File: config.mk
export PLATFORM = sky130hd
export DESIGN_NAME = prim_fifo_sync_wm_flat
export DESIGN_NICKNAME = d
export VERILOG_FILES = /design/src/rtl/prim_fifo_pkg.sv /design/src/rtl/prim_fifo_sync_wm_if.sv /design/src/rtl/prim_fifo_ptr.sv /design/src/rtl/prim_fifo_sync_wm.sv /design/src/flat_wrapper.sv
export SDC_FILE = /design/constraint.sdc
export NUM_CORES = 1
export LEC_CHECK = 0
export ABC_CLOCK_PERIOD_IN_PS = 2900
export BUFFER_PORTS_ARGS = -buffer_cell sky130_fd_sc_hd__buf_2
export CAP_MARGIN = 25
export CORE_ASPECT_RATIO = 0.8
export CORE_MARGIN = 8
export CORE_UTILIZATION = 56
export CTS_CLUSTER_DIAMETER = 50
export CTS_CLUSTER_SIZE = 14
export DETAILED_ROUTE_END_ITERATION = 7
export HOLD_SLACK_MARGIN = 0.12
export PLACE_DENSITY = 0.8
export SLEW_MARGIN = 25
export SYNTH_ARGS = -nofsm -noshare
export SYNTH_HDL_FRONTEND = slang
export SYNTH_SLANG_ARGS = --single-unit
File: constraint.sdc
create_clock -name clk_i -period 2.9 [get_ports clk_i]
set_input_delay 0.145 -clock clk_i [delete_from_list [all_inputs] [get_ports clk_i]]
set_output_delay 0.145 -clock clk_i [all_outputs]
set_load 0.01 [all_outputs]
File: src/rtl/prim_fifo_pkg.sv
// Shared width helpers and watermark configuration bundle for the prim_fifo family.
package prim_fifo_pkg;

    localparam int unsigned WmW = 8;

    typedef struct packed {
        logic [WmW-1:0] hwm;
        logic [WmW-1:0] lwm;
    } fifo_wm_cfg_t;

    // Occupancy counter width: must represent 0..Depth inclusive.
    function automatic int depth_w(input int depth);
        return $clog2(depth + 1);
    endfunction

    function automatic int ptr_w(input int depth);
        return (depth > 1) ? $clog2(depth) : 1;
    endfunction

endpackage

File: src/rtl/prim_fifo_sync_wm_if.sv
// Valid/ready write and read channels of the watermark FIFO.
interface prim_fifo_sync_wm_if #(
    parameter int Width = 16
) ();
    logic             wvalid;
    logic             wready;
    logic [Width-1:0] wdata;
    logic             rvalid;
    logic             rready;
    logic [Width-1:0] rdata;

    modport master (output wvalid, wdata, rready, input wready, rvalid, rdata);
    modport slave  (input wvalid, wdata, rready, output wready, rvalid, rdata);
endinterface

File: src/rtl/prim_fifo_ptr.sv
// Index-plus-wrap-bit pointer; the index wraps at Depth-1 so any depth works.
module prim_fifo_ptr
    import prim_fifo_pkg::*;
#(
    parameter  int Depth = 4,
    localparam int PtrW  = ptr_w(Depth)
) (
    input  logic            clk_i,
    input  logic            rst_ni,
    input  logic            clr_i,
    input  logic            inc_i,
    output logic [PtrW-1:0] idx_o,
    output logic            wrap_o
);

    logic [PtrW-1:0] idx_r;
    logic            wrap_r;
    logic            last_s;

    assign last_s = (idx_r == PtrW'(Depth - 1));

    // Pointer state: clear has priority over increment.
    always_ff @(posedge clk_i or negedge rst_ni) begin
        if (!rst_ni) begin
            idx_r  <= {PtrW{1'b0}};
            wrap_r <= 1'b0;
        end else if (clr_i) begin
            idx_r  <= {PtrW{1'b0}};
            wrap_r <= 1'b0;
        end else if (inc_i) begin
            if (last_s) begin
                idx_r  <= {PtrW{1'b0}};
                wrap_r <= ~wrap_r;
            end else begin
                idx_r  <= idx_r + PtrW'(1'b1);
                wrap_r <= wrap_r;
            end
        end else begin
            idx_r  <= idx_r;
            wrap_r <= wrap_r;
        end
    end

    assign idx_o  = idx_r;
    assign wrap_o = wrap_r;

endmodule

File: src/rtl/prim_fifo_sync_wm.sv
// Single-clock FIFO with pass-through, programmable watermarks, crossing event
// and an optional drop-when-full mode with a saturating drop counter.
module prim_fifo_sync_wm
    import prim_fifo_pkg::*;
#(
    parameter  int Width             = 16,
    parameter  int Depth             = 4,
    parameter  bit Pass              = 1'b1,
    parameter  bit OutputZeroIfEmpty = 1'b1,
    parameter  bit DropWhenFull      = 1'b0,
    parameter  int DropCntW          = 8,
    localparam int DepthW            = depth_w(Depth)
) (
    input  logic                  clk_i,
    input  logic                  rst_ni,
    input  logic                  clr_i,
    prim_fifo_sync_wm_if.slave    fifo,
    output logic [DepthW-1:0]     depth,
    input  logic [DepthW-1:0]     hwm_i,
    input  logic [DepthW-1:0]     lwm_i,
    output logic                  almost_full_o,
    output logic                  almost_empty_o,
    output logic                  hwm_evt_o,
    output logic [DropCntW-1:0]   drop_cnt_o
);

    localparam int PtrW = ptr_w(Depth);

    if (Depth < 1) begin : g_bad_depth
        $fatal(1, "prim_fifo_sync_wm: Depth must be at least 1");
    end

    logic [Width-1:0]    storage_r [Depth];
    logic [PtrW-1:0]     widx_s, ridx_s;
    logic                wwrap_s, rwrap_s;
    logic                full_s, empty_s, pass_s, rvalid_s;
    logic                wr_en_s, rd_en_s, drop_s, af_s;
    logic [DepthW-1:0]   depth_s;
    logic [Width-1:0]    head_s;
    logic                af_prev_r, hwm_evt_r;
    logic [DropCntW-1:0] drop_cnt_r;

    // Fullness and occupancy derived from the wrap-bit pointers.
    always_comb begin
        full_s  = (widx_s == ridx_s) && (wwrap_s != rwrap_s);
        empty_s = (widx_s == ridx_s) && (wwrap_s == rwrap_s);
        if (full_s) begin
            depth_s = DepthW'(Depth);
        end else if (wwrap_s == rwrap_s) begin
            depth_s = DepthW'(widx_s) - DepthW'(ridx_s);
        end else begin
            depth_s = DepthW'(Depth) - DepthW'(ridx_s) + DepthW'(widx_s);
        end
    end

    // Handshake: an empty FIFO with Pass forwards the incoming word directly.
    always_comb begin
        pass_s   = Pass && empty_s && fifo.wvalid;
        rvalid_s = ~empty_s | pass_s;
        head_s   = pass_s ? fifo.wdata : storage_r[ridx_s];
        if (OutputZeroIfEmpty && !rvalid_s) begin
            fifo.rdata = {Width{1'b0}};
        end else begin
            fifo.rdata = head_s;
        end
        fifo.rvalid = rvalid_s;
        fifo.wready = DropWhenFull ? 1'b1 : ~full_s;
        wr_en_s     = fifo.wvalid & fifo.wready & ~full_s & ~clr_i;
        rd_en_s     = rvalid_s & fifo.rready;
        drop_s      = DropWhenFull & fifo.wvalid & full_s;
    end

    prim_fifo_ptr #(.Depth(Depth)) u_wptr (
        .clk_i  (clk_i),
        .rst_ni (rst_ni),
        .clr_i  (clr_i),
        .inc_i  (wr_en_s),
        .idx_o  (widx_s),
        .wrap_o (wwrap_s)
    );

    prim_fifo_ptr #(.Depth(Depth)) u_rptr (
        .clk_i  (clk_i),
        .rst_ni (rst_ni),
        .clr_i  (clr_i),
        .inc_i  (rd_en_s),
        .idx_o  (ridx_s),
        .wrap_o (rwrap_s)
    );

    // Storage array; deliberately not reset or cleared.
    always_ff @(posedge clk_i) begin
        if (wr_en_s) begin
            storage_r[widx_s] <= fifo.wdata;
        end
    end

    assign af_s = (hwm_i != {DepthW{1'b0}}) && (depth_s >= hwm_i);

    // Watermark edge detector and saturating drop counter.
    always_ff @(posedge clk_i or negedge rst_ni) begin
        if (!rst_ni) begin
            af_prev_r  <= 1'b0;
            hwm_evt_r  <= 1'b0;
            drop_cnt_r <= {DropCntW{1'b0}};
        end else if (clr_i) begin
            af_prev_r  <= 1'b0;
            hwm_evt_r  <= 1'b0;
            drop_cnt_r <= {DropCntW{1'b0}};
        end else begin
            af_prev_r <= af_s;
            hwm_evt_r <= af_s & ~af_prev_r;
            if (drop_s && (drop_cnt_r != {DropCntW{1'b1}})) begin
                drop_cnt_r <= drop_cnt_r + DropCntW'(1'b1);
            end else begin
                drop_cnt_r <= drop_cnt_r;
            end
        end
    end

    assign depth          = depth_s;
    assign almost_full_o  = af_s;
    assign almost_empty_o = (depth_s <= lwm_i);
    assign hwm_evt_o      = hwm_evt_r;
    assign drop_cnt_o     = drop_cnt_r;

endmodule

File: src/flat_wrapper.sv
// flat-port wrapper written by rule: the top's interface ports become plain ports
module prim_fifo_sync_wm_flat import prim_fifo_pkg::*;
#(
    parameter  int Width             = 16,
    parameter  int Depth             = 4,
    parameter  bit Pass              = 1'b1,
    parameter  bit OutputZeroIfEmpty = 1'b1,
    parameter  bit DropWhenFull      = 1'b0,
    parameter  int DropCntW          = 8,
    localparam int DepthW            = depth_w(Depth)
)
  (clk_i, rst_ni, clr_i, depth, hwm_i, lwm_i, almost_full_o, almost_empty_o, hwm_evt_o, drop_cnt_o, fifo_wvalid, fifo_wdata, fifo_rready, fifo_wready, fifo_rvalid, fifo_rdata);
  prim_fifo_sync_wm_if #(.Width(Width)) fifo_i ();
  input  logic clk_i;
  input  logic rst_ni;
  input  logic clr_i;
  output logic [DepthW-1:0] depth;
  input  logic [DepthW-1:0] hwm_i;
  input  logic [DepthW-1:0] lwm_i;
  output logic almost_full_o;
  output logic almost_empty_o;
  output logic hwm_evt_o;
  output logic [DropCntW-1:0] drop_cnt_o;
  input wire logic [$bits(fifo_i.wvalid)-1:0] fifo_wvalid;
  input wire logic [$bits(fifo_i.wdata)-1:0] fifo_wdata;
  input wire logic [$bits(fifo_i.rready)-1:0] fifo_rready;
  output wire logic [$bits(fifo_i.wready)-1:0] fifo_wready;
  output wire logic [$bits(fifo_i.rvalid)-1:0] fifo_rvalid;
  output wire logic [$bits(fifo_i.rdata)-1:0] fifo_rdata;
  assign fifo_i.wvalid = fifo_wvalid;
  assign fifo_i.wdata = fifo_wdata;
  assign fifo_i.rready = fifo_rready;
  assign fifo_wready = fifo_i.wready;
  assign fifo_rvalid = fifo_i.rvalid;
  assign fifo_rdata = fifo_i.rdata;
  prim_fifo_sync_wm #(.Width(Width), .Depth(Depth), .Pass(Pass), .OutputZeroIfEmpty(OutputZeroIfEmpty), .DropWhenFull(DropWhenFull), .DropCntW(DropCntW)) u_core (.clk_i(clk_i), .rst_ni(rst_ni), .clr_i(clr_i), .fifo(fifo_i), .depth(depth), .hwm_i(hwm_i), .lwm_i(lwm_i), .almost_full_o(almost_full_o), .almost_empty_o(almost_empty_o), .hwm_evt_o(hwm_evt_o), .drop_cnt_o(drop_cnt_o));
endmodule
### After elaboration in Yosys (flattened, before gate mapping)

Memories as Yosys holds them, arrays and structs flattened.
Cells that the tools add are included.

| storage, ports and cells | value |
|---|---|
| output and inout port bits | 32 |
| register bits after elaboration | 8 |
| memory bits (writable) | 64 |
| memories | 1 |
| bits of input ports | 27 |
| logic and storage cells | 62 |

Memories:

| memory | depth | bits a word | read ports | clocked after memory_dff | wr ports | line | text |
|---|---|---|---|---|---|---|---|
| u_core.storage_r | 4 | 16 | 1 | 0 | 1 | prim_fifo_sync_wm.sv:33 | `logic [Width-1:0] storage_r [Depth];` |

| cells by class | value |
|---|---|
| mux-type cells | 20 |
| equal/unequal tests | 5 |
| bitwise operators | 12 |
| $add $sub $neg | 5 |
| $lt $le $gt $ge | 2 |
| reductions and logical operators | 11 |

Operators with widths:

| cell | number |
|---|---|
| $mux 16 | 2 |
| $mux 2 | 6 |
| $mux 1 | 10 |
| $reduce_bool 2->1 | 4 |
| $mux 3 | 2 |
| $not 1->1 | 6 |
| $and 1x1->1 | 5 |
| $add 2x1->2 const B | 2 |
| $eq 2x2->1 const B | 2 |
| $logic_and 1x1->1 | 4 |
| $reduce_and 2->1 | 2 |
| $add 3x2->3 | 1 |
| $ge 3x3->1 | 1 |
| $le 3x3->1 | 1 |
| $reduce_bool 3->1 | 1 |
| $sub 2x2->3 | 1 |
| $sub 3x2->3 const A | 1 |
| $eq 2x2->1 | 1 |
| $eq 1x1->1 | 1 |
| $ne 1x1->1 | 1 |
| $or 1x1->1 | 1 |

### Depth between registers and ports, before layout

Gate-level depths: netlist of the first run.

| logic depth | value |
|---|---|
| depth after elaboration | 8 |
| gate-level depth with buffers | 10 |
| gate-level depth less buffers | 8 |

### Cells and area by module

Synthesis of the first run repeated with hierarchy kept, for this count alone.

| unflattened totals | value |
|---|---|
| cells, all modules | 216 |
| area, all modules | 3290.7 µm² |

By module, submodules not included:

| module | times used | seq. area each (µm²) | area each (µm²) | cells an instance |
|---|---|---|---|---|
| prim_fifo_sync_wm | 1 | 1971.9 | 2995.4 | 192 |
| prim_fifo_ptr | 2 | 75.1 | 147.6 | 12 |

### Least setup slack after synthesis of the first run

Ideal clock, no wire load.

| timing | value |
|---|---|
| path kind | reg-to-output |
| from | reg u_core.u_wptr.idx_r[0] (netlist: u_core.u_wptr.idx_o[0]) |
| to | out almost_empty_o |
| data arrival time | 2.332 ns |
| required time | 2.755 ns |
| cell stages (with the launch flop) | 9 |
| path buffers | 0 |
| setup slack | 0.423 ns |
| cell sequence | dfrtp_1 -> inv_1 -> ha_1 -> fa_1 -> a31oi_1 -> ha_1 -> nor2b_1 -> o21a_1 -> o21ai_0 |

| on the way | value |
|---|---|
| word-level cells in the longest chain between the ends | 4 |
| elaborated cells on any way between the ends | 7 |
| classes of those cells | add/sub (2); order compare (1); eq/ne (1); mux (2); reduce/logical (1) |

RTL lines:

| what | line | text |
|---|---|---|
| from (decl) | prim_fifo_ptr.sv:16 | `logic [PtrW-1:0] idx_r;` |
| from (signal assigned) | prim_fifo_ptr.sv:25 | `idx_r <= {PtrW{1'b0}};` |
| from (signal assigned) | prim_fifo_ptr.sv:28 | `idx_r <= {PtrW{1'b0}};` |
| from (signal assigned) | prim_fifo_ptr.sv:32 | `idx_r <= {PtrW{1'b0}};` |
| $add 3x2->3 (tied with other cells) | prim_fifo_sync_wm.sv:52 | `depth_s = DepthW'(Depth) - DepthW'(ridx_s) + DepthW'(widx_s);` |
| $mux 3 or $logic_and 1x1->1 (tied branches) | prim_fifo_sync_wm.sv:49, prim_fifo_sync_wm.sv:45 |  |
| $mux 3 * | prim_fifo_sync_wm.sv:47 | `if (full_s) begin` |
| via depth[1] | flat_wrapper.sv:17 | `output logic [DepthW-1:0] depth;` |
| $le 3x3->1 * | prim_fifo_sync_wm.sv:123 | `assign almost_empty_o = (depth_s <= lwm_i);` |
| to (decl) | flat_wrapper.sv:21 | `output logic almost_empty_o;` |

Mark *: on every way through the listed nets, which the timed path passes. The rest lies on a longest branch.

### Worst setup path after layout of the first run

| timing | value |
|---|---|
| from | reg u_core.u_wptr.idx_r[0] (netlist: u_core.u_wptr.idx_o[0]) |
| to | out almost_empty_o |

| on the way | value |
|---|---|
| word-level cells in the longest chain between the ends | 4 |
| elaborated cells on any way between the ends | 7 |
| classes of those cells | add/sub (2); order compare (1); eq/ne (1); mux (2); reduce/logical (1) |

RTL lines:

| what | line |
|---|---|
| $add 3x2->3 (tied with other cells) | prim_fifo_sync_wm.sv:52 |
| $mux 3 or $logic_and 1x1->1 (tied branches) | prim_fifo_sync_wm.sv:49, prim_fifo_sync_wm.sv:45 |
| $mux 3 * | prim_fifo_sync_wm.sv:47 |
| $le 3x3->1 * | prim_fifo_sync_wm.sv:123 |

Every way passes the cells marked *; elsewhere a longest branch is shown, timed or not.

==> results of run 1 <==
## stage by stage
step | cell area, um^2 | total power [mW] | instances
after global placement | 3660 | 1.78 | 347
after detailed placement | 3660 | 1.80 | 347
after global routing | 4070 | 2.71 | 382
final | 4070 | 2.58 | 382
after CTS | 4040 | 2.58 | 381
after floorplan | 3390 | 1.61 | 226
## placed cells by master (no fill, tap or decap), drive strengths merged, types with 3 or more instances in the layout
cell and instances:
clkinvlp 3, mux4 16, edfxtp 64, ha 13, buf 59, o21ai 18
dlygate4sd3 18, xor2 4, nand3 4, conb 8, and2 4, nor2 7
nand2 34, clkbuf 9, dfrtp 8, inv 9
## timing repair
action                                 in CTS  in global routing
resized for setup                           0                  4
setup endpoints to repair                   0                  2
endpoints found under the hold margin      80                  0
hold buffers                               18                  0
setup buffers                               0                  1
## metal layers
metal | up-vias | GRT usage
met1 | 953 | 0.176
met2 | 50 | 0.266
met3 | 8 | 0.0548
li1 | 961 | -
met4 | 0 | 0.0652
met5 | - | 0
## kinds of logic after synthesis
kind of cell	after synthesis	share of synthesized area
flops	72	0.630
simple gates	56	0.0713
compound gates	27	0.0479
buf+inv	26	0.0516
mux	18	0.129
fa+ha+maj	14	0.0542
xor+xnor	5	0.0152
other cells	1	0.00111
## layout make-up
type                       count  area (um^2)
sequential                    72         2120
clock inverter                 7         71.3
multi-input combinational    128         1120
inverter                       8         30.0
tap                           81          101
fill                         399         1780
timing repair buffer          77          498
clock buffer                   9          124
## state kept, by name (all words and copies together) (netlist names)
name / flops
u_core.u_wptr.idx_o: 2
u_core.u_wptr.wrap_o: 1
u_core.af_prev_r: 1
u_core.u_rptr.wrap_o: 1
u_core.u_rptr.idx_o: 2
u_core.hwm_evt_o: 1
u_core.storage_r: 64
## worst paths after layout
check,from,slack [ns],depth (start not counted),end
worst max-delay path,u_core.u_wptr.idx_o[0]$_DFFE_PN0P_,0.13,9,almost_empty_o
worst min-delay path,rst_ni,0.16,2,u_core.u_wptr.wrap_o$_DFFE_PN0P_
worst max register to register,u_core.u_wptr.idx_o[0]$_DFFE_PN0P_,0.53,7,u_core.storage_r[0][10]$_DFFE_PP_
worst min register to register,u_core.af_prev_r$_DFF_PN0_,0.42,1,u_core.hwm_evt_o$_DFF_PN0_
max in group asynchronous,rst_ni,2.56,2,u_core.u_rptr.idx_o[1]$_DFFE_PN0P_
min in group clk_i,hwm_i[1],0.17,3,u_core.af_prev_r$_DFF_PN0_
## where the power goes
part	leakage [nW]	internal (mW)	switching, mW	total, mW
registers	0.688	1.17	0.0176	1.18
logic	0.832	0.281	0.351	0.632
clock network	0.0916	0.396	0.371	0.767
## worst max-delay path, stage by stage, from the launching register on
cell and delay [ns]:
dfrtp_1 0.41, inv_1 0.10, ha_1 0.23, fa_1 0.50
a31oi_4 0.19, ha_1 0.26, nor2b_1 0.14, o21a_1 0.16
o21ai_0 0.13, buf_2 0.15
==> summary.txt, run 1 <==
Status
  – Outcome: complete, no violations

CTS
  – Bufs on Longest Clock Path: 2
  – Clk_lat worst skew: 0.35 ns
  – H-tree levels: 3
  – CTS tree: yes
  – # clock sinks: 72
  – CTS root buffer: clkbuf_8
  – CTS Buf Count: 9
  – Clk slew on worst S/H paths: 0.07 ns

Routing
  – TritonRoute pass-1 iters: 4
  – Number of remaining DRC errors: 0
  – Max layer used: met4
  – Avg WL per Cell: 16.9 um
  – WL met1: 2730 um
  – Routed WL: 6450 um
  – DR WL met2: 3260 um
  – Final antenna-violating net count: 0
  – Vias/cell: 5.16
  – Initial drt markers: 175
  – Via count: 1,972
  – Met3 WL post-DR: 365 um

Synthesis
  – Yosys reg bits: 72
  – Primary FF master, synth: edfxtp_1
  – YS warnings: 0
  – Synth top area share: 0.571
  – Most area-hungry cell type in the Yosys netlist: edfxtp_1
  – Synth cell count leaders: edfxtp_1, nand2_1, mux4_1, o21ai_1, ha_1
  – Register area share after synthesis: 0.630
  – Post-synth EDFFs: 64
  – Count leader, synth: edfxtp_1
  – Mapped Cells: 219
  – Cell variety after synth: 37
  – Fraction of registers with async set/reset: 0.111
  – Cell Area, Synth: 3370 um^2
  – Mapped Avg Cell Area: 15.4 um^2
  – Area contributors post-synth: edfxtp_1, mux4_1, dfrtp_1, ha_1, nand2_1

Floorplan
  – Die X: 103 um
  – Core region area: 5850 um^2
  – Rows: 25
  – Die area: 8770 um^2
  – Io pins: 59
  – Die H: 85.4 um
  – Initial core utilization: 0.576

Setup path
  – Crit path required time: 2.76 ns
  – Startpoint types: flip-flop
  – Worst-path maximum fanout: 5
  – CP endpoint kind: primary output
  – Worst EP arrival: 2.63 ns
  – Crit Path Class: flip-flop to primary output

STA
  – Hold WS: 0.159 ns
  – Hold Vio Cnt, Final: 0
  – Highest Clock Rate: 0.360 GHz
  – Period utilisation layout: 0.957
  – Setup violators final: 0
  – Slew Limit Fails: 0
  – Setup slack after layout: 0.125 ns
  – Final setup TNS: 0 ns
  – Tmin final: 2.77 ns
  – Worst rel slew slack: 0.642
  – Worst-Margin Slew: 0.535 ns
  – Fin Clk Skew: 0.00614 ns

Place
  – DP HPWL: 4290 um
  – Port-buffer cells: 50
  – DP Worst Slack: 0.425 ns
  – Routability cong.: 0.696

Finish
  – Final Util: 0.695
  – Share of layout cells above drive strength 1: 0.276
  – Net count, final: 337
  – Synthesis-to-layout area growth: 20.7%
  – Inserted Diodes: 0

Power and ir drop
  – Lkg Pwr: 1.61 nW
  – VDD IR max: 0.551 mV
  – PD cells: 635 nW/um^2

Worst hold path
  – HP Class: input port to asynchronous set/reset pin

Global route
  – Largest net degree at the start of global routing: 22
  – Vias in the first global route: 2,108
  – First-pass GRT wire length: 10,100 um
  – Antenna violations before repair: 0
  – GRT Resource Usage Total: 0.157
  – Grt ovf: 0

Job
  – MaxCap Viol Count: 0
No activity file was read; power rests on OpenSTA's default activity.
==> run 2: changes to the inputs <==
--- a/config.mk
+++ b/config.mk
@@ -10,13 +10,14 @@
 export CAP_MARGIN = 25
 export CORE_ASPECT_RATIO = 0.8
 export CORE_MARGIN = 8
-export CORE_UTILIZATION = 56
+export CORE_UTILIZATION = 55
 export CTS_CLUSTER_DIAMETER = 50
 export CTS_CLUSTER_SIZE = 14
 export DETAILED_ROUTE_END_ITERATION = 7
 export HOLD_SLACK_MARGIN = 0.12
-export PLACE_DENSITY = 0.8
+export PLACE_DENSITY = 0.79
 export SLEW_MARGIN = 25
 export SYNTH_ARGS = -nofsm -noshare
 export SYNTH_HDL_FRONTEND = slang
+export SYNTH_HIERARCHICAL = 1
 export SYNTH_SLANG_ARGS = --single-unit
==> summary.txt, run 2 <==
CTS
  – CTS tree: yes
  – CTS root buffer: clkbuf_8
  – CTS Buf Count: 9 (unchanged)
  – Total setup buffers inserted after CTS: 0 (unchanged)
  – Bufs on Longest Clock Path: 2 (unchanged)
  – H-tree levels: 3 (unchanged)
  – Clk_lat worst skew: 0.34 ns (about the same)
  – Clk slew on worst S/H paths: 0.07 ns (about the same)
  – # clock sinks: 72 (unchanged)

Global route
  – Vias in the first global route: 2,123 (+0.71%)
  – Grt ovf: 0 (unchanged)
  – Antenna violations before repair: 0 (unchanged)
  – GRT Resource Usage Total: 0.168 (+0.0103)
  – First-pass GRT wire length: 10,900 um (+7.4%)
  – Largest net degree at the start of global routing: 33 (+50%)

Synthesis
  – Cell Area, Synth: 3290 um^2 (-2.3%)
  – Synth cell count leaders: edfxtp_1, nand2_1, o21ai_1
  – Synth top area share: 0.584 (+0.0135)
  – Mapped Cells: 216 (-1.4%)
  – YS warnings: 6 (+6)
  – Post-synth EDFFs: 64 (unchanged)
  – Area contributors post-synth: edfxtp_1, mux4_2, dfrtp_1, mux4_1, ha_1
  – Register area share after synthesis: 0.645 (+0.0149)
  – Most area-hungry cell type in the Yosys netlist: edfxtp_1
  – Fraction of registers with async set/reset: 0.111 (unchanged)
  – Cell variety after synth: 36 (-2.7%)
  – Yosys reg bits: 72 (unchanged)
  – Mapped Avg Cell Area: 15.2 um^2 (-0.95%)
  – Count leader, synth: edfxtp_1
  – Primary FF master, synth: edfxtp_1

Setup path
  – Startpoint types: flip-flop
  – CP endpoint kind: primary output
  – Worst EP arrival: 2.53 ns (-0.10 ns)
  – Bufs and invs on worst path: 3 (+1)
  – Crit-path most repeated cell: ha_1
  – Crit Path Class: flip-flop to primary output
  – Worst path depth: 10 (+1)
  – Worst path max stage delay: 0.45 ns (-0.05 ns)
  – Critical path cell sequence: inv_2 > ha_1 > inv_1 > fa_1 > and2_1 > ha_1 > a21o_1 > a21oi_2 > nor2_1 > buf_2
  – Slowest CP cell: dfrtp_2
  – Worst-path maximum fanout: 6 (+1)
  – Reg2Reg Depth: 9 (+2)
  – Crit path required time: 2.76 ns (about the same)
  – Kind of cell adding the most delay to the critical path: adder cells

Floorplan
  – Core region area: 5850 um^2 (unchanged)
  – Die H: 85.2 um (-0.21%)
  – Die area: 8730 um^2 (-0.43%)
  – Initial core utilization: 0.563 (-0.0133)
  – Rows: 25 (unchanged)
  – Die X: 102 um (-0.22%)
  – Io pins: 59 (unchanged)

Place
  – Placed instance area: 3590 um^2 (-1.9%)
  – DP HPWL: 4330 um (+0.91%)
  – Routability cong.: 0.738 (+6.0%)
  – Port-buffer cells: 50 (unchanged)

Finish
  – Synthesis-to-layout area growth: 21.9%
  – Register with the most flip-flops: u_core/storage_r
  – Finished Cell Area: 4010 um^2 (-1.3%)
  – Filler Cell Count: 392 (-1.8%)
  – Multi-input gate area: 1040 um^2 (-6.7%)
  – Most frequent cells in the layout: edfxtp_1, buf_2, nand2_1
  – Share of layout cells above drive strength 1: 0.312 (+0.0361)
  – Net count, final: 328 (-2.7%)
  – Inserted Diodes: 0 (unchanged)
  – Sequential cell area: 2120 um^2 (unchanged)
  – Max FFs per register: 64 (unchanged)
  – Leading cell type in the layout, fill and taps excluded: edfxtp_1

Status
  – Outcome: complete, no violations

Power and ir drop
  – VDD IR max: 0.343 mV (-38%)
  – PD cells: 627 nW/um^2 (-1.3%)
  – Lkg Pwr: 1.58 nW (-1.9%)
  – Total power: 2.51 mW (-2.7%)

Routing
  – Avg WL per Cell: 18.4 um (+8.8%)
  – Number of remaining DRC errors: 0 (unchanged)
  – TritonRoute pass-1 iters: 4 (unchanged)
  – Final antenna-violating net count: 0 (unchanged)
  – Routed WL: 6910 um (+7.1%)
  – Initial drt markers: 137 (-22%)
  – Vias/cell: 5.33 (+3.2%)
  – Via count: 2,004 (+1.6%)

STA
  – Hold Vio Cnt, Final: 0 (unchanged)
  – Tmin final: 2.67 ns (-0.101 ns)
  – Fin Clk Skew: 0.0136 ns (+0.00745 ns)
  – Slew Limit Fails: 0 (unchanged)
  – Highest Clock Rate: 0.374 GHz (+3.8%)
  – Worst-Margin Slew: 0.572 ns (+0.0370 ns)
  – RSZ-0062 raised after global routing: false
  – Worst rel slew slack: 0.619 (-0.0237)
  – Period utilisation layout: 0.922 (-0.0350)
  – Setup violators final: 0 (unchanged)

Worst hold path
  – Worst hold stages: 3
  – HP Class: input port to flip-flop

Job
  – MaxCap Viol Count: 0 (unchanged)
run 2: cell types whose count changed after synthesis, sizes merged, moves of 2 or more:
cell and change:
a21bo +2, a21oi +4, and2 -2, and3 +2
buf +2, ha -3, nand2b +2, nand3 -2
nand3b +3, nor2 -4, nor3 +2, or3b +2
xor2 -3
run 2: metrics by stage:
step / cells / setup TNS [ns] / utilization / worst slack, ns / hold slack, ns
4_1_cts: 376 / 0 / 0.685 / 0.0695 / 0.158
5_1_grt: 376 / 0 / 0.686 / 0.0390 / 0.193
3_3_place_gp: 342 / 0 / 0.614 / 0.513 / -0.00186
2_1_floorplan: 223 / -1.53 / - / -0.0477 / -0.151
3_5_place_dp: 342 / 0 / 0.614 / 0.445 / 0.000754
6_report: 376 / 0 / 0.686 / 0.227 / 0.166
run 2: what timing repair did:
action,in CTS,in global routing
hold buffers,18,0
gates resized for setup,0,3
endpoints found under the setup margin,0,2
hold endpoints to repair,79,0
run 2: tightest hold or removal path, stage by stage:
cell and delay [ns]:
buf_2 0.09, nor3_1 0.07, nor3_1 0.15
run 2: final timing paths:
| kind | slack [ns] | endpoint | start |
|---|---|---|---|
| worst min register to register | 0.40 | u_core/hwm_evt_o$_DFF_PN0_ | u_core/af_prev_r$_DFF_PN0_ |
| max in group asynchronous | 2.53 | u_core/u_wptr/idx_o[0]$_DFFE_PN0P_ | rst_ni |
| worst min-delay path | 0.17 | u_core/af_prev_r$_DFF_PN0_ | hwm_i[2] |
| min in group asynchronous | 0.18 | u_core/u_wptr/wrap_o$_DFFE_PN0P_ | rst_ni |
| worst max register to register | 0.71 | u_core/af_prev_r$_DFF_PN0_ | u_core/u_wptr/idx_o[0]$_DFFE_PN0P_ |
| worst max-delay path | 0.23 | almost_full_o | u_core/u_wptr/idx_o[0]$_DFFE_PN0P_ |
run 2: cell families (layout without fill, tap and decap cells):
logic type                 Yosys count  after routing  share of synthesized area
other                                1              8                    0.00114
xor gates and xnor gates             1              1                    0.00266
AOI/OAI and AO/OA                   27             27                     0.0479
muxes                               19             19                      0.124
adders and majority gates           11             11                     0.0441
buffers and inverters               27             99                     0.0506
and+or+nand+nor                     58             58                     0.0844
DFF                                 72             72                      0.645
run 2: layout make-up:
cell class | instances | area share
multi-input cells | 124 | 0.260
flip-flops and latches | 72 | 0.529
inverters | 9 | 0.00842
well taps | 81 | 0.0253
repair buffers | 74 | 0.119
clock buffers | 10 | 0.0318
clock inverters | 6 | 0.0268
run 2: routing by layer:
metal	global-route usage	vias up	wire [um]
met1	0.201	985	2660
met2	0.283	69	3690
met3	0.0482	9	446
met5	0	-	0
li1	-	941	-
met4	0.0545	0	113
run 2: power breakdown:
group	leakage (nW)	switching [mW]	internal, mW
clock network	0.118	0.354	0.569
registers	0.689	0.00985	1.16
logic	0.773	0.240	0.186
==> run 3: changes to the inputs <==
--- a/config.mk
+++ b/config.mk
@@ -10,12 +10,12 @@
 export CAP_MARGIN = 25
 export CORE_ASPECT_RATIO = 0.8
 export CORE_MARGIN = 8
-export CORE_UTILIZATION = 55
+export CORE_UTILIZATION = 50
 export CTS_CLUSTER_DIAMETER = 50
 export CTS_CLUSTER_SIZE = 14
 export DETAILED_ROUTE_END_ITERATION = 7
 export HOLD_SLACK_MARGIN = 0.12
-export PLACE_DENSITY = 0.79
+export PLACE_DENSITY = 0.73
 export SLEW_MARGIN = 25
 export SYNTH_ARGS = -nofsm -noshare
 export SYNTH_HDL_FRONTEND = slang
==> summary.txt, run 3 (synthesis gave the netlist of run 2 again) <==
STA
  – Slew Limit Fails: 0 (unchanged)
  – Setup violators final: 0 (unchanged)
  – Tmin final: 2.73 ns (+0.0568 ns)
  – Hold Vio Cnt, Final: 0 (unchanged)
  – Worst rel slew slack: 0.607 (-0.0115)
  – Highest Clock Rate: 0.366 GHz (-2.1%)
  – Worst-Margin Slew: 0.589 ns (+0.0172 ns)
  – Fin Clk Skew: 0.0106 ns (-0.00299 ns)
  – Period utilisation layout: 0.941 (+0.0196)
  – RSZ-0062 raised after global routing: false

Setup path
  – Startpoint types: flip-flop
  – R2r startpoint: u_core/u_wptr/idx_o[0]$_DFFE_PN0P_
  – FF-to-FF setup slack: 0.69 ns (-0.02 ns)
  – Worst-path maximum fanout: 6 (unchanged)
  – Crit path required time: 2.76 ns (about the same)
  – Crit Path Class: flip-flop to primary output
  – Reg2Reg Depth: 9 (unchanged)
  – CP endpoint kind: primary output
  – Worst EP arrival: 2.59 ns (+0.06 ns)
  – R2r endpoint: u_core/hwm_evt_o$_DFF_PN0_

Floorplan
  – Die H: 88.6 um (+4.0%)
  – Rows: 26 (+4.0%)
  – Core region area: 6380 um^2 (+9.0%)
  – Initial core utilization: 0.516 (-0.0465)
  – Io pins: 59 (unchanged)
  – Die X: 107 um (+4.1%)
  – Die area: 9450 um^2 (+8.2%)

Worst hold path
  – HP Start: hwm_i[2]
  – HP Class: input port to flip-flop
  – Worst hold stages: 3 (unchanged)
  – Worst Hold Path EP: u_core/af_prev_r$_DFF_PN0_

Routing
  – Met3 WL post-DR: 416 um (-6.7%)
  – DR WL met2: 3070 um (-17%)
  – Via count: 1,933 (-3.5%)
  – Initial drt markers: 85 (-38%)
  – Number of remaining DRC errors: 0 (unchanged)
  – WL met1: 2730 um (+2.7%)
  – Routed WL: 6350 um (-8.1%)
  – Avg WL per Cell: 16.6 um (-9.5%)
  – Vias/cell: 5.06 (-5.1%)
  – Final antenna-violating net count: 0 (unchanged)
  – TritonRoute pass-1 iters: 4 (unchanged)
  – Max layer used: met4

Finish
  – Most frequent cells in the layout: edfxtp_1, buf_2, nand2_1
  – Register with the most flip-flops: u_core/storage_r
  – Inserted Diodes: 0 (unchanged)
  – Leading cell type in the layout, fill and taps excluded: edfxtp_1
  – Finished Cell Area: 4000 um^2 (-0.34%)
  – Share of layout cells above drive strength 1: 0.319 (+0.00693)
  – Net count, final: 331 (+0.91%)
  – Final Util: 0.627 (-0.0588)
  – Max FFs per register: 64 (unchanged)
  – Filler Cell Count: 486 (+24%)
  – Synthesis-to-layout area growth: 21.5%

Global route
  – GRT Resource Usage Total: 0.145 (-0.0226)
  – Vias in the first global route: 2,050 (-3.4%)
  – First-pass GRT wire length: 10,400 um (-4.9%)
  – Antenna violations before repair: 0 (unchanged)
  – Largest net degree at the start of global routing: 33 (unchanged)
  – Grt ovf: 0 (unchanged)

CTS
  – Clk slew on worst S/H paths: 0.07 ns (about the same)
  – Clk_lat worst skew: 0.34 ns (about the same)
  – CTS Buf Count: 9 (unchanged)
  – H-tree levels: 3 (unchanged)
  – Total setup buffers inserted after CTS: 0 (unchanged)
  – # clock sinks: 72 (unchanged)
  – Bufs on Longest Clock Path: 2 (unchanged)
  – CTS tree: yes
  – CTS root buffer: clkbuf_8

Place
  – DP HPWL: 4250 um (-1.9%)
  – Placed instance area: 3620 um^2 (+0.73%)
  – Routability cong.: 0.694 (-6.0%)
  – Port-buffer cells: 50 (unchanged)

Status
  – Outcome: complete, no violations

Power and ir drop
  – VDD IR max: 0.297 mV (-13%)
  – PD cells: 589 nW/um^2 (-6.0%)
  – Lkg Pwr: 1.57 nW (-0.55%)

Job
  – MaxCap Viol Count: 0 (unchanged)
-- run 3: critical path, stage by stage, from the launching register on --
cell     delay, ns
dfrtp_2       0.44
inv_1         0.11
ha_1          0.15
inv_1         0.04
fa_1          0.43
and2_1        0.19
ha_1          0.32
nor2b_1       0.13
o21a_1        0.15
o21ai_0       0.13
buf_2         0.15
-- run 3: final cells by class --
class	count	area (um^2)	area share
repair buffers	77	498	0.125
flip-flops and latches	72	2120	0.531
inverters	9	33.8	0.00845
clock buffers	10	128	0.0319
clock inverters	6	67.6	0.0169
multi-input cells	124	1040	0.261
well taps	84	105	0.0263
-- run 3: routing by layer --
metal / global-route usage / vias to the layer above
met5: 0 / -
met2: 0.237 / 55
li1: - / 945
met3: 0.0509 / 14
met1: 0.171 / 919
met4: 0.0637 / 0
-- run 3: worst max path at each step --
stage | cells past startpoint | end | slack, ns | startpoint
global route | 10 | almost_full_o | 0.05 | u_core/u_wptr/idx_o[0]$_DFFE_PN0P_
finish | 10 | almost_empty_o | 0.17 | u_core/u_wptr/idx_o[0]$_DFFE_PN0P_
CTS | 10 | almost_full_o | 0.09 | u_core/u_wptr/idx_o[0]$_DFFE_PN0P_
global placement | 10 | almost_full_o | 0.53 | u_core/u_wptr/idx_o[0]$_DFFE_PN0P_
detailed placement | 10 | almost_full_o | 0.48 | u_core/u_wptr/idx_o[0]$_DFFE_PN0P_
floorplan | 7 | u_core/storage_r[0][0]$_DFFE_PP_ | -0.05 | u_core/u_rptr/idx_o[1]$_DFFE_PN0P_
-- run 3: stage by stage --
step                setup slack [ns]  TNS [ns]  power (mW)  hold WS [ns]  std cells
global placement               0.531         0        1.58      -0.00479        348
global route                  0.0499         0        2.46         0.194        382
CTS                           0.0887         0        2.37         0.150        382
floorplan                    -0.0477     -1.53        1.47        -0.151        223
finish                         0.170         0        2.36         0.152        382
detailed placement             0.479         0        1.59       0.00265        348
-- run 3: timing repair --
item	CTS	global route
gates resized for setup	0	2
endpoints found under the setup margin	0	2
hold endpoints to repair	80	0
hold buffers	18	0
-- run 3: power breakdown --
part	switching, mW	leakage, nW	internal (mW)	total [mW]
clock network	0.369	0.0929	0.400	0.769
logic	0.236	0.790	0.186	0.423
registers	0.00834	0.689	1.16	1.16
